`src/rtl/lbist_pkg.sv`:
```
// Shared LBIST definitions: sequencer state encoding and default MISR constants,
// common to the memory signature reader and the LBIST pattern generator.
package lbist_pkg;

  typedef enum logic [1:0] {
    IDLE  = 2'd0,
    ISSUE = 2'd1,
    DRAIN = 2'd2,
    DONE  = 2'd3
  } lbist_state_t;

  localparam logic [7:0] DEFAULT_POLY = 8'hB8;
  localparam logic [7:0] DEFAULT_SEED = 8'hFF;

endpackage

```
`src/rtl/mem_sig_reader_if.sv`:
```
// Read port between mem_sig_reader (master) and the mem array (slave).
interface mem_sig_reader_if #(
  parameter int word_size    = 8,
  parameter int address_bits = 4
);

  logic                    mem_en;
  logic                    mem_rw;
  logic [address_bits-1:0] mem_add;
  logic [word_size-1:0]    mem_data;

  modport master (
    output mem_en,
    output mem_rw,
    output mem_add,
    input  mem_data
  );

  modport slave (
    input  mem_en,
    input  mem_rw,
    input  mem_add,
    output mem_data
  );

endinterface

```
`src/rtl/mem_sig_reader_misr.sv`:
```
// Multiple-input signature register: shift left, fold POLY on MSB carry-out, xor data.
module misr #(
  parameter int               width = 8,
  parameter logic [width-1:0] POLY  = width'(8'hB8),
  parameter logic [width-1:0] SEED  = {width{1'b1}}
) (
  input  logic             clk,
  input  logic             rst_n,
  input  logic             load,
  input  logic             en,
  input  logic [width-1:0] data,
  output logic [width-1:0] signature
);

  logic [width-1:0] sig_next;

  always_comb begin
    sig_next = {signature[width-2:0], 1'b0} ^ (signature[width-1] ? POLY : '0) ^ data;
  end

  // load wins over en so a new sweep always starts from SEED
  always_ff @(posedge clk or negedge rst_n) begin
    if (!rst_n) begin
      signature <= SEED;
    end else if (load) begin
      signature <= SEED;
    end else if (en) begin
      signature <= sig_next;
    end
  end

endmodule

```
`src/rtl/mem_sig_reader.sv`:
```
// Sweeps every mem address in read mode and compacts the returned words into a MISR.
// Optional golden comparator built when MEM_SIG_GOLDEN_CMP_EN is defined.
module mem_sig_reader
  import lbist_pkg::*;
#(
  parameter int                   word_size    = 8,
  parameter int                   address_bits = 4,
  parameter logic [word_size-1:0] POLY         = word_size'(DEFAULT_POLY),
  parameter logic [word_size-1:0] SEED         = {word_size{1'b1}},
  parameter logic [word_size-1:0] GOLDEN       = '0
) (
  input  logic                 clk,
  input  logic                 rst_n,
  input  logic                 start,
  output logic                 busy,
  output logic                 done,
  output logic                 pass,
  output logic [word_size-1:0] signature,
  output lbist_state_t         state_dbg,
  mem_sig_reader_if.master     mem
);

  // Handshake: start is accepted only in IDLE (busy=0); busy stays high from the
  // accepting edge until the one-cycle done pulse falls. No backpressure exists.

  lbist_state_t            state, state_next;
  logic [address_bits-1:0] addr;
  // valid_pipe[0]: address driven this cycle; valid_pipe[1]: its data is on mem_data
  logic [1:0]              valid_pipe;
  logic                    accept;
  logic                    last_addr;

  assign accept    = (state == IDLE) && start;
  assign last_addr = &addr;

  always_comb begin
    state_next = state;
    case (state)
      IDLE:  if (start) state_next = ISSUE;
      ISSUE: if (last_addr) state_next = DRAIN;
      DRAIN: if (valid_pipe == 2'b10) state_next = DONE;
      DONE:  state_next = IDLE;
      default: state_next = IDLE;
    endcase
  end

  always_ff @(posedge clk or negedge rst_n) begin
    if (!rst_n) begin
      state      <= IDLE;
      addr       <= '0;
      valid_pipe <= '0;
    end else begin
      state         <= state_next;
      valid_pipe[1] <= valid_pipe[0];
      if (accept) begin
        addr          <= '0;
        valid_pipe[0] <= 1'b1;
      end else if (state == ISSUE) begin
        // stop at all-ones so the sweep never wraps into a second pass
        if (last_addr) begin
          valid_pipe[0] <= 1'b0;
        end else begin
          addr <= addr + address_bits'(1);
        end
      end
    end
  end

  misr #(
    .width (word_size),
    .POLY  (POLY),
    .SEED  (SEED)
  ) u_misr (
    .clk       (clk),
    .rst_n     (rst_n),
    .load      (accept),
    .en        (valid_pipe[1]),
    .data      (mem.mem_data),
    .signature (signature)
  );

`ifdef MEM_SIG_GOLDEN_CMP_EN
  logic pass_q;

  // the final signature is stable throughout DONE, so compare it there
  always_ff @(posedge clk or negedge rst_n) begin
    if (!rst_n) begin
      pass_q <= 1'b0;
    end else if (accept) begin
      pass_q <= 1'b0;
    end else if (state == DONE) begin
      pass_q <= (signature == GOLDEN);
    end
  end

  assign pass = pass_q;
`else
  logic unused_golden;
  assign unused_golden = ^GOLDEN;
  assign pass          = 1'b0;
`endif

  assign busy        = (state != IDLE);
  assign done        = (state == DONE);
  assign state_dbg   = state;
  assign mem.mem_en  = valid_pipe[0];
  assign mem.mem_rw  = 1'b0;
  assign mem.mem_add = addr;

endmodule
```
`src/flat_wrapper.sv`:
```
// flat-port wrapper written by rule: the top's interface ports become plain ports
module mem_sig_reader_flat import lbist_pkg::*;
#(
  parameter int                   word_size    = 8,
  parameter int                   address_bits = 4,
  parameter logic [word_size-1:0] POLY         = word_size'(DEFAULT_POLY),
  parameter logic [word_size-1:0] SEED         = {word_size{1'b1}},
  parameter logic [word_size-1:0] GOLDEN       = '0
)
  (clk, rst_n, start, busy, done, pass, signature, state_dbg, mem_mem_en, mem_mem_rw, mem_mem_add, mem_mem_data);
  mem_sig_reader_if #(.word_size(word_size), .address_bits(address_bits)) mem_i ();
  input  logic clk;
  input  logic rst_n;
  input  logic start;
  output logic busy;
  output logic done;
  output logic pass;
  output logic [word_size-1:0] signature;
  output lbist_state_t state_dbg;
  output wire logic [$bits(mem_i.mem_en)-1:0] mem_mem_en;
  output wire logic [$bits(mem_i.mem_rw)-1:0] mem_mem_rw;
  output wire logic [$bits(mem_i.mem_add)-1:0] mem_mem_add;
  input wire logic [$bits(mem_i.mem_data)-1:0] mem_mem_data;
  assign mem_mem_en = mem_i.mem_en;
  assign mem_mem_rw = mem_i.mem_rw;
  assign mem_mem_add = mem_i.mem_add;
  assign mem_i.mem_data = mem_mem_data;
  mem_sig_reader #(.word_size(word_size), .address_bits(address_bits), .POLY(POLY), .SEED(SEED), .GOLDEN(GOLDEN)) u_core (.clk(clk), .rst_n(rst_n), .start(start), .busy(busy), .done(done), .pass(pass), .signature(signature), .state_dbg(state_dbg), .mem(mem_i));
endmodule
```
`config.mk`:
```
export PLATFORM = sky130hd
export DESIGN_NAME = mem_sig_reader_flat
export DESIGN_NICKNAME = d
export VERILOG_FILES = /design/src/rtl/lbist_pkg.sv /design/src/rtl/mem_sig_reader_if.sv /design/src/rtl/mem_sig_reader_misr.sv /design/src/rtl/mem_sig_reader.sv /design/src/flat_wrapper.sv
export SDC_FILE = /design/constraint.sdc
export NUM_CORES = 1
export LEC_CHECK = 0
export CAP_MARGIN = 20
export CORE_MARGIN = 4
export CORE_UTILIZATION = 39
export CTS_CLUSTER_SIZE = 28
export DETAILED_ROUTE_END_ITERATION = 8
export PLACE_DENSITY = 0.7
export SYNTH_ARGS = -nofsm -noshare
export SYNTH_HDL_FRONTEND = slang
export SYNTH_HIERARCHICAL = 1
export SYNTH_SLANG_ARGS = --single-unit
```
`constraint.sdc`:
```
create_clock -name clk -period 2.3 [get_ports clk]
set_input_delay 0.69 -clock clk [delete_from_list [all_inputs] [get_ports clk]]
set_output_delay 0.69 -clock clk [all_outputs]
set_load 0.03 [all_outputs]
```
# Word-level counts from Yosys, hierarchy flattened
# Index checks and enable logic that the tools add are counted.
[totals] register_bits=16
[classes] muxes=13 bitwise=2 reduce_logical=10 eq_ne=8 add_sub_neg=1
[op_table] op="$mux W8" n=3
[op_table] op="$xor A8 B8 Y8" n=2
[op_table] op="$mux W4" n=3
[op_table] op="$pmux W2 S4" n=1
[op_table] op="$reduce_bool A2 Y1" n=4
[op_table] op="$eq A2 B2 Y1 const B" n=3
[op_table] op="$mux W2" n=3
[op_table] op="$ne A2 B1 Y1 const B" n=3
[op_table] op="$add A4 B1 Y4 const B" n=1
[op_table] op="$reduce_and A2 Y1" n=2
[op_table] op="$reduce_and A4 Y1" n=1
[op_table] op="$mux W1" n=3
[op_table] op="$reduce_and A3 Y1" n=1
[op_table] op="$eq A2 B1 Y1 const B" n=1
[op_table] op="$logic_not A2 Y1" n=1
[op_table] op="$ne A2 B2 Y1 const B" n=1
[op_table] op="$logic_and A1 B1 Y1" n=1

# Logic depth before layout (Yosys ltp)
[depth] depth_word=5 ltp_mapped=6 mapped_depth_nobuf=5

# Modules after synthesis
# Netlist, hierarchy kept.
[modules_own_cells] module="mem_sig_reader" cells_each=47 area_each_um2=479.2 instances=1 seq_area_each_um2=200.2
[modules_own_cells] module="misr" cells_each=38 area_each_um2=412.9 instances=1 seq_area_each_um2=210.2

# Worst setup path before layout
# OpenSTA, ideal clock, no wires.
[synth_timing] kind="flip-flop to output port" startpoint="register u_core.state[0] (netlist: u_core/state_dbg[0])" endpoint="output busy" path_buffers=0 stages_incl_launch_ff=4 t_arrival_ps=1099 slack_ps=511 cell_sequence="dfrtp_1 inv_1 ha_1 inv_1"
[synth_between] elab_chain_len=1
[synth_rtl] element="from (decl)" line="mem_sig_reader.sv:26" rtl="lbist_state_t state, state_next;"
[synth_rtl] element="from (signal assigned)" line="mem_sig_reader.sv:53" rtl="state <= state_next;"
[synth_rtl] element="$reduce_bool A2 Y1" line="mem_sig_reader.sv:103" rtl="assign busy = (state != IDLE);"
[synth_rtl] element="to (decl)" line="flat_wrapper.sv:15" rtl="output logic busy;"
# Every way passes these cells.

# Worst setup path after layout
[layout_timing] startpoint="register u_core.state[0] (netlist: u_core/state_dbg[0])" endpoint="output done"
[layout_between] elab_chain_len=1
[layout_rtl] element="$eq A2 B2 Y1" line="mem_sig_reader.sv:104" rtl="assign done = (state == DONE);"
[layout_rtl] element="to (decl)" line="flat_wrapper.sv:16" rtl="output logic done;"
# Every way passes these cells.

==> impl_metrics.json <==
{
  "result_of_the_run": "finished, final reports clean",
  "finalInstanceArea_um2": 1217,
  "globalRouteOverflowTotal": 0,
  "clock_tree.root_cell": "sky130_fd_sc_hd__clkbuf_4",
  "timing.setup.critical_path_class": "reg2out",
  "boundaryPins": 30,
  "num_antenna_cells": 0,
  "synthFlopType": "sky130_fd_sc_hd__dfstp_2",
  "power.density_nw_per_um2": 1404,
  "clk_pin_slew_worst_paths_ns": 0.10,
  "layout_min_cycle_time_ns": 2.249,
  "detailroute.wirelength.met2_um": 821,
  "largest_driver_fanout_on_the_critical_path": 5,
  "place.gp.congestion": 0.7715,
  "synth_top_area_share_pct": 23.56,
  "fin_setup_tns_ns": 0,
  "grt.total_usage_pct": 12.07,
  "maxCapViolCount": 0,
  "portion_of_the_post_synthesis_area_used_by_sequential_elements_pct": 46.00,
  "first_pass_grt_wire_length_um": 3118,
  "synth.area.top_cells": "sky130_fd_sc_hd__dfstp_2 (24%), sky130_fd_sc_hd__dfrtp_1 (22%), sky130_fd_sc_hd__ha_1 (8.4%)",
  "holdPathStages": 0,
  "critPathCaptureType": "output port",
  "numPortBuffers": 27,
  "wire_per_inst_um": 12.64,
  "post_synth_instance_area_um2": 892.1,
  "final_common_cell": "sky130_fd_sc_hd__clkdlybuf4s50_1",
  "areaGrowthSynthToFinish_pct": 36.47,
  "drive_gt1_share_pct": 19.13,
  "hold_path_startpoint": "u_core/valid_pipe[0]",
  "sequential_cell_area_um2": 410.4,
  "arrival_ns": 1.56,
  "routed-via-count": 690,
  "cts_max_level": 1,
  "yosys.area_share.xor_xnor_pct": 9.818,
  "number_of_standard_cell_rows_in_the_floorplan": 17,
  "rsz_0062_raised_after_global_routing": "false",
  "tritoncts_clock_tree": "done",
  "route.layer.met1.wl_um": 855,
  "clkSinkCount": 16,
  "synth_edf_count": 0,
  "synth_top_family_by_area": "compound AO/OA/AOI/OAI gates",
  "met3RoutedLength_um": 131,
  "number_of_storage_elements_in_the_synthesis_netlist": 16,
  "synthesis.area_per_instance_um2": 10.50,
  "synth_compound_gate_area_share_pct": 15.01,
  "initial_core_utilization_pct": 40.72,
  "post_synth_inst_count": 85,
  "synth_cell_types": 32,
  "via_count_of_the_first_global_routing_pass": 727,
  "holdPathEnd": "u_core/valid_pipe[1]",
  "crit_path_start_kind": "flop",
  "yosysWarnings": 6,
  "multi_input_combinational_cell_area_um2": 447.9,
  "dr.first_iter.drc_count": 8,
  "fillers": 202,
  "worst_ep_required_time_ns": 1.61,
  "finalPower_mw": 1.709,
  "route.detailed.drc": 0,
  "drtAntennaViolNets": 0,
  "yosys.area_share.adder_pct": 8.415,
  "dp_hpwl_um": 1284,
  "ctsLongestPathBuffers": 2,
  "maxClockFrequency_ghz": 0.4446,
  "total_wirelength_of_the_detailed_routed_design_um": 1808,
  "leading_cell_types_in_the_layout_fill_and_taps_excluded": "sky130_fd_sc_hd__clkdlybuf4s50_1 (25), sky130_fd_sc_hd__a21oi_1 (10), sky130_fd_sc_hd__dfrtp_1 (8), sky130_fd_sc_hd__dfstp_2 (8)",
  "timing.reg2reg.worst_path_depth": 5,
  "grt_start_max_net_pins": 17,
  "dieWidth_um": 55.83,
  "die_h_um": 55.83,
  "slew_violations": 0,
  "r2r-end": "u_core/state_dbg[1]",
  "postPlaceCellArea_um2": 1190,
  "clk-insertion-delay-late_ns": 0.28,
  "yosysTopAreaCell": "sky130_fd_sc_hd__dfstp_2",
  "flop_to_flop_setup_slack_ns": 0.68,
  "leakage_nw": 0.5128,
  "r2r_start": "u_core/state_dbg[0]",
  "antenna_found_initial": 0,
  "synthArstFlopShare_pct": 100.0,
  "post_synth_simple_gate_area_pct": 14.87,
  "tritoncts.num_buffers": 3,
  "avgViaCountPerCell": 4.825,
  "clock-skew-final_ns": 0.004495,
  "floorplan.core_area_um2": 2191,
  "cts_setup_buffers": 0,
  "nNetsFinal": 133,
  "timing.final.setup_violations": 0,
  "timing.final.crit_share_pct": 97.79,
  "design.die.area_um2": 3116,
  "ir_worst_vdd_uv": 820.7,
  "highest-signal-layer": "met3",
  "final_hold_viol_count": 0,
  "detailed_routing_iteration_count_for_the_pre_antenna_repair_pass": 3,
  "muxShareOfSynthArea_pct": 1.262,
  "cts.hold.buffers_added": 0,
  "worst_hold_path_type": "reg2reg"
}
-- layer usage --
metal	global-route usage, %	vias to the layer above
met5	0	-
met4	3.051	0
met3	3.712	0
met2	19.93	20
met1	15.35	323
li1	-	347
-- layout make-up --
type | count | share of cell area (%)
inverter | 5 | 1.542
tap | 28 | 2.878
sequential | 16 | 33.71
multi-input combinational | 62 | 36.79
clock buffer | 4 | 2.158
timing repair buffer | 28 | 22.92
-- synthesized netlist by cell type, types with 2 or more instances --
cell                       count
sky130_fd_sc_hd__nor3_1        2
sky130_fd_sc_hd__dfrtp_1       8
sky130_fd_sc_hd__o21ai_0       7
sky130_fd_sc_hd__dfstp_2       8
sky130_fd_sc_hd__buf_4         2
sky130_fd_sc_hd__xnor2_1       7
sky130_fd_sc_hd__ha_1          6
sky130_fd_sc_hd__inv_1         4
sky130_fd_sc_hd__a211o_2       2
sky130_fd_sc_hd__or2_2         2
sky130_fd_sc_hd__nand2b_1      2
sky130_fd_sc_hd__nor2_1        4
sky130_fd_sc_hd__a21oi_1      10
sky130_fd_sc_hd__xor2_1        3
-- per-stage QoR --
step           hold slack [ns]  setup WS, ns  instances  util, %
5_1_grt                 0.4900      0.004927        143    55.57
3_5_place_dp            0.4229        0.1725        139    54.31
4_1_cts                 0.4602       0.01358        143    55.45
3_3_place_gp            0.4089        0.2122        139    54.31
2_1_floorplan           0.3944        0.5111         86        -
6_report                0.4466       0.05089        143    55.57
-- logic make-up (layout without fill, tap and decap cells) --
group	after synthesis	in the layout
buffers and inverters	8	37
flip-flops	16	16
adder cells (fa/ha/maj)	6	6
other	1	2
XOR/XNOR	10	10
multiplexers	1	1
AND/OR/NAND/NOR	21	21
AO/OA/AOI/OAI	22	22
-- registers in the layout, summed over array words and instances (netlist names) --
register	cells
u_core/valid_pipe	2
u_core/mem.mem_add	4
u_core/u_misr/signature	8
u_core/state_dbg	2
-- critical path, stage by stage (launching register included) --
cell,delay [ns]
sky130_fd_sc_hd__dfrtp_1,0.44
sky130_fd_sc_hd__ha_1,0.17
sky130_fd_sc_hd__clkdlybuf4s50_1,0.67
-- where the power goes --
group	switching (mW)	internal (mW)
Clock	0.0849	0.0671
Combinational	0.532	0.452
Sequential	0.125	0.447
Total	0.743	0.966
-- repair_timing --
| action | in CTS | in global routing |
|---|---|---|
| gates resized for setup | 1 | 1 |
| endpoints found under the setup margin | 1 | 1 |
| endpoints found under the hold margin | 0 | 0 |
-- worst max path at each step --
stage / start / end / depth (start not counted)
detailed placement: u_core/state_dbg[0] / busy / 4
floorplan: u_core/state_dbg[0] / busy / 3
CTS: u_core/u_misr/signature[7] / signature[7] / 1
finish: u_core/state_dbg[0] / done / 2
global placement: u_core/state_dbg[0] / busy / 4
global route: u_core/state_dbg[0] / done / 2
Note: power is estimated with default switching activity, not from simulation.
